<file path="config.mk">
export PLATFORM = sky130hd
export DESIGN_NAME = writeback_queue
export DESIGN_NICKNAME = d
export VERILOG_FILES = /design/src/rtl/writeback_queue.sv
export SDC_FILE = /design/constraint.sdc
export NUM_CORES = 1
export LEC_CHECK = 0
export CAP_MARGIN = 20
export CORE_ASPECT_RATIO = 0.7
export CORE_MARGIN = 2
export CORE_UTILIZATION = 30
export DETAILED_ROUTE_END_ITERATION = 8
export HOLD_SLACK_MARGIN = 0.02
export SYNTH_ARGS = -nofsm -noshare
export SYNTH_HDL_FRONTEND = slang
export SYNTH_SLANG_ARGS = --single-unit
export TNS_END_PERCENT = 20
</file>
<file path="constraint.sdc">
create_clock -name clk -period 7.01 [get_ports clk]
set_clock_uncertainty 0.15 [all_clocks]
set_input_delay 1.402 -clock clk [delete_from_list [all_inputs] [get_ports clk]]
set_output_delay 1.402 -clock clk [all_outputs]
set_load 0.01 [all_outputs]
</file>
<file path="src/rtl/writeback_queue.sv">
// writeback_queue
//   Writeback stage in front of the 8x16 register file. Results from the ALU
//   and the load path are buffered in a small in-order FIFO and retired one per
//   cycle through the register file's single write port. A per-register
//   pending mask lets decode stall on RAW hazards.
//
// Ports
//   clk                       rising-edge clock
//   rst_n                     synchronous, active-low reset
//   alu_valid/alu_ready       ALU result handshake; alu_rd, alu_data payload
//   mem_valid/mem_ready       load result handshake; mem_rd, mem_data payload
//   rf_we, rf_rd, rf_data     register file write port (registered)
//   pending_mask              bit r set while a queued or in-flight write targets r
//   count                     current FIFO occupancy
module writeback_queue #(
  parameter int DEPTH = 4,
  parameter int CW    = 3
) (
  input  logic          clk,
  input  logic          rst_n,
  input  logic          alu_valid,
  output logic          alu_ready,
  input  logic [2:0]    alu_rd,
  input  logic [15:0]   alu_data,
  input  logic          mem_valid,
  output logic          mem_ready,
  input  logic [2:0]    mem_rd,
  input  logic [15:0]   mem_data,
  output logic          rf_we,
  output logic [2:0]    rf_rd,
  output logic [15:0]   rf_data,
  output logic [7:0]    pending_mask,
  output logic [CW-1:0] count
);

  localparam int PW = $clog2(DEPTH);

  logic [2:0]    rd_mem   [DEPTH];
  logic [15:0]   data_mem [DEPTH];

  logic [PW-1:0] head_q, head_d;
  logic [PW-1:0] tail_q, tail_d;
  logic [CW-1:0] count_q, count_d;
  logic          rf_we_q, rf_we_d;
  logic [2:0]    rf_rd_q, rf_rd_d;
  logic [15:0]   rf_data_q, rf_data_d;

  logic [CW-1:0] free;
  logic          mem_acc;
  logic          alu_acc;
  logic          pop;
  logic [PW-1:0] alu_slot;
  logic [7:0]    pend;

  // Readiness is derived from the registered occupancy only, so a pop in the
  // same cycle never opens a slot combinationally. The load path has priority
  // for the last free slot.
  assign free      = CW'(DEPTH) - count_q;
  assign mem_ready = (free != '0);
  assign alu_ready = (free >= CW'(2)) | ((free != '0) & ~mem_valid);
  assign mem_acc   = mem_valid & mem_ready;
  assign alu_acc   = alu_valid & alu_ready;
  assign pop       = (count_q != '0);
  // When both are accepted, mem takes the tail slot and alu the next one.
  assign alu_slot  = tail_q + PW'(mem_acc);

  always_comb begin
    head_d    = head_q + PW'(pop);
    tail_d    = tail_q + PW'(mem_acc) + PW'(alu_acc);
    count_d   = count_q + CW'(mem_acc) + CW'(alu_acc) - CW'(pop);
    rf_we_d   = pop;
    rf_rd_d   = rf_rd_q;
    rf_data_d = rf_data_q;
    if (pop) begin
      rf_rd_d   = rd_mem[head_q];
      rf_data_d = data_mem[head_q];
    end
  end

  always_ff @(posedge clk) begin
    if (!rst_n) begin
      head_q    <= '0;
      tail_q    <= '0;
      count_q   <= '0;
      rf_we_q   <= 1'b0;
      rf_rd_q   <= '0;
      rf_data_q <= '0;
    end else begin
      head_q    <= head_d;
      tail_q    <= tail_d;
      count_q   <= count_d;
      rf_we_q   <= rf_we_d;
      rf_rd_q   <= rf_rd_d;
      rf_data_q <= rf_data_d;
    end
  end

  // Storage needs no reset: entries are only observed through count_q.
  // Accepts never exceed the free slots, so the head being popped is never
  // overwritten in the same cycle.
  always_ff @(posedge clk) begin
    if (mem_acc) begin
      rd_mem[tail_q]   <= mem_rd;
      data_mem[tail_q] <= mem_data;
    end
    if (alu_acc) begin
      rd_mem[alu_slot]   <= alu_rd;
      data_mem[alu_slot] <= alu_data;
    end
  end

  // Occupied slots are the count_q entries starting at the head, plus the
  // write currently presented to the register file.
  always_comb begin
    pend = '0;
    for (int k = 0; k < DEPTH; k++) begin
      if (CW'(k) < count_q) begin
        pend[rd_mem[head_q + PW'(k)]] = 1'b1;
      end
    end
    if (rf_we_q) begin
      pend[rf_rd_q] = 1'b1;
    end
  end

  assign pending_mask = pend;
  assign count        = count_q;
  assign rf_we        = rf_we_q;
  assign rf_rd        = rf_rd_q;
  assign rf_data      = rf_data_q;

endmodule

</file>
==> impl_metrics.ini <==
[setup_path]
path_delay_family = flip-flops
crit_buf_inv = 1
slowest_stage = dfxtp_2
cp-startpoint = head_q[0]
crit_path_cell_trace = mux4_2 > nor3_2 > a22oi_1 > nand3_1 > clkdlybuf4s50_1
path_class = flop to primary output
ff2ff_path_depth = 10
crit_end = pending_mask[0]
r2r_setup_slack_ns = 3.09
end_kind = primary output
critPathMaxFanout = 29
arrival_ns = 3.11
crit_cells = 5
cpPeakStageDelay_ns = 0.99
cp.required_ns = 5.46
cp-start-kind = flop
r2r_start = count[0]
timing.rr.end = count[2]

[route]
wl_um = 13000
vias = 3516
vias_per_cell = 4.97
first_pass_iters = 4
dr.first_iter.drc_count = 309
wl_per_cell_um = 18.4
drc = 0
antenna_left = 0

[sta]
fin_crit_sh = 0.665
finalHoldViolCount = 0
tightest_slew_ns = 1.06
final_max_slew_viol_count = 0
fin_setup_tns_ns = 0
relSlewSlack = 0.291
rsz0062_at_grt = false
worst_hold_slack_ns = 0.328
final-setup-viol-count = 0
period_needed_ns = 4.66
timing.fmax_ghz = 0.215

[synth]
synth_adder_area_share = 0.0298
yosysWarnings = 0
syn-num-nets = 451
synth-seq-cells = 103
synth_area_sq_um = 5550
synthXorXnorAreaFrac = 0.00631
avgSynthCellArea_sq_um = 14.0
synth_compound_area_frac = 0.0507
ys_types = 42
synth-simple-area-share = 0.0945
netlist_instances = 397
ys_seq_area_frac = 0.509
post_synth_mux_area_share = 0.281
synth_top_family_by_area = multiplexers

[finish]
nets = 521
layout-drive-gt1-share = 0.278
final_cell_mix = edfxtp_1, clkdlybuf4s50_1, mux2_2
antenna_cells = 0
fillers = 1713
final_common_cell = edfxtp_1
synthToLayoutAreaGrowth_pct = 23.5

[grt]
grt_usage = 0.133
grt_pass1_wl_um = 19900
grt_max_degree = 30
grt-ovfl-total = 0
first_global_vias = 3439
antenna_found_initial = 0

[clock_tree]
clock-root-buffer = clkbuf_16
htreeDepth = 3
cts_hold_buffers = 0
postCtsSetupBuffers = 0
numCtsBuffers = 9
cts_buffer_depth = 2
cts_tree = done
cts.clk_slew.worst_paths_ns = 0.07
clk_latency_ns = 0.35
cts_resized = 0
cts.sinks = 103

[pwr]
p_leak_nw = 2.41
ir_worst_vdd_uv = 245
power_density_nw_per_um2 = 457

[placed_design]
numPortBuffers = 74
post-dp-hpwl_um = 8950
gp_congestion = 0.846

[die]
rows = 41
die_y_um = 118
io_pins = 75
initial_core_util = 0.307
die_area_sq_um = 19600
fp.coreArea_sq_um = 18100
die_x_um = 167

[run_status]
outcome = finished, final reports clean

[job]
maxCapViolations = 0

[worst_hold_path]
hp-class = flop to flop
-- registers in the layout, summed over array words and instances, names as in the netlist --
name and flops:
data_mem 64, rf_data 16, rd_mem 12, count 3
rf_rd 3, head_q 2, tail_q 2, rf_we 1
-- cells in the mapped netlist, drive strengths merged --
library cell	count	area [sq um]
nor3	2	15.0
buf	16	111
nand2b	1	6.26
and2	9	56.3
nand4	1	6.26
ha	10	125
and3	1	6.26
dfxtp	27	541
a22oi	6	45.0
a21boi	20	150
xor2	1	8.76
or3b	1	8.76
a32oi	2	17.5
mux4	28	631
nand3	11	55.1
a21oi	7	35.0
nor4b	1	8.76
nor2b	11	68.8
nand4b	1	8.76
inv	8	30.0
mux2	76	927
o31ai	1	7.51
nor3b	3	22.5
fa	2	40.0
a31oi	1	6.26
clkbuf	6	22.5
o21ai	2	10.0
o31a	1	10.0
or3	1	6.26
nor4bb	2	20.0
nand3b	2	15.0
edfxtp	76	2280
and4b	1	10.0
nor2	7	26.3
xnor2	3	26.3
nand2	49	184
-- through the flow --
stage | cell area (sq um) | util | std cells | power, mW | setup slack, ns
after floorplan | 5550 | - | 397 | 2.05 | 3.24
after global placement | 6510 | 0.360 | 690 | 2.58 | 1.87
after detailed placement | 6510 | 0.360 | 690 | 2.62 | 1.82
after CTS | 6810 | 0.377 | 706 | 3.13 | 2.17
after global routing | 6850 | 0.380 | 708 | 3.32 | 2.09
final | 6850 | 0.380 | 708 | 3.13 | 2.35
-- layer usage --
layer / up-vias / GRT usage / part of all wire
li1: 1648 / - / -
met1: 1715 / 0.192 / 0.49
met2: 128 / 0.194 / 0.42
met3: 25 / 0.0343 / 0.064
met4: 0 / 0.0399 / 0.016
met5: - / 0 / 0
-- kinds of logic after synthesis --
family                   Yosys count
buffers and inverters             30
adder cells (fa/ha/maj)           12
AO/OA/AOI/OAI                     40
multiplexers                     104
XOR/XNOR                           4
flip-flops                       103
AND/OR/NAND/NOR                  104
-- tightest hold or removal path, stage by stage, from the launching register on --
cell and delay, ns:
dfxtp_1 0.31, nand2_1 0.06, a21boi_0 0.06
-- how the worst min path moves through the flow --
| stage | from | endpoint | cells past startpoint |
|---|---|---|---|
| 5_1_grt | rf_data[5] | rf_data[5] | 2 |
| 2_1_floorplan | rf_data[15] | rf_data[15] | 2 |
| 4_1_cts | rf_data[8] | rf_data[8] | 2 |
| 6_report | rf_data[3] | rf_data[3] | 2 |
| 3_5_place_dp | rf_data[8] | rf_data[8] | 2 |
| 3_3_place_gp | rf_data[11] | rf_data[11] | 2 |
-- report_power, final --
part	internal (mW)	switching (mW)	leakage [nW]
clock	0.276	0.229	0.150
sequential	0.952	0.154	0.931
combinational	0.768	0.754	1.32
-- final cells by class --
type                    instances  area [sq um]  share of cell area
multi-input cells             264          2580               0.377
well taps                     236           295              0.0431
clock inverters                 4          33.8             0.00493
repair buffers                 81           821               0.120
flip-flops and latches        103          2820               0.412
clock buffers                  12           268              0.0391
inverters                       8          30.0             0.00438
No activity file was read; power rests on OpenSTA's default activity.
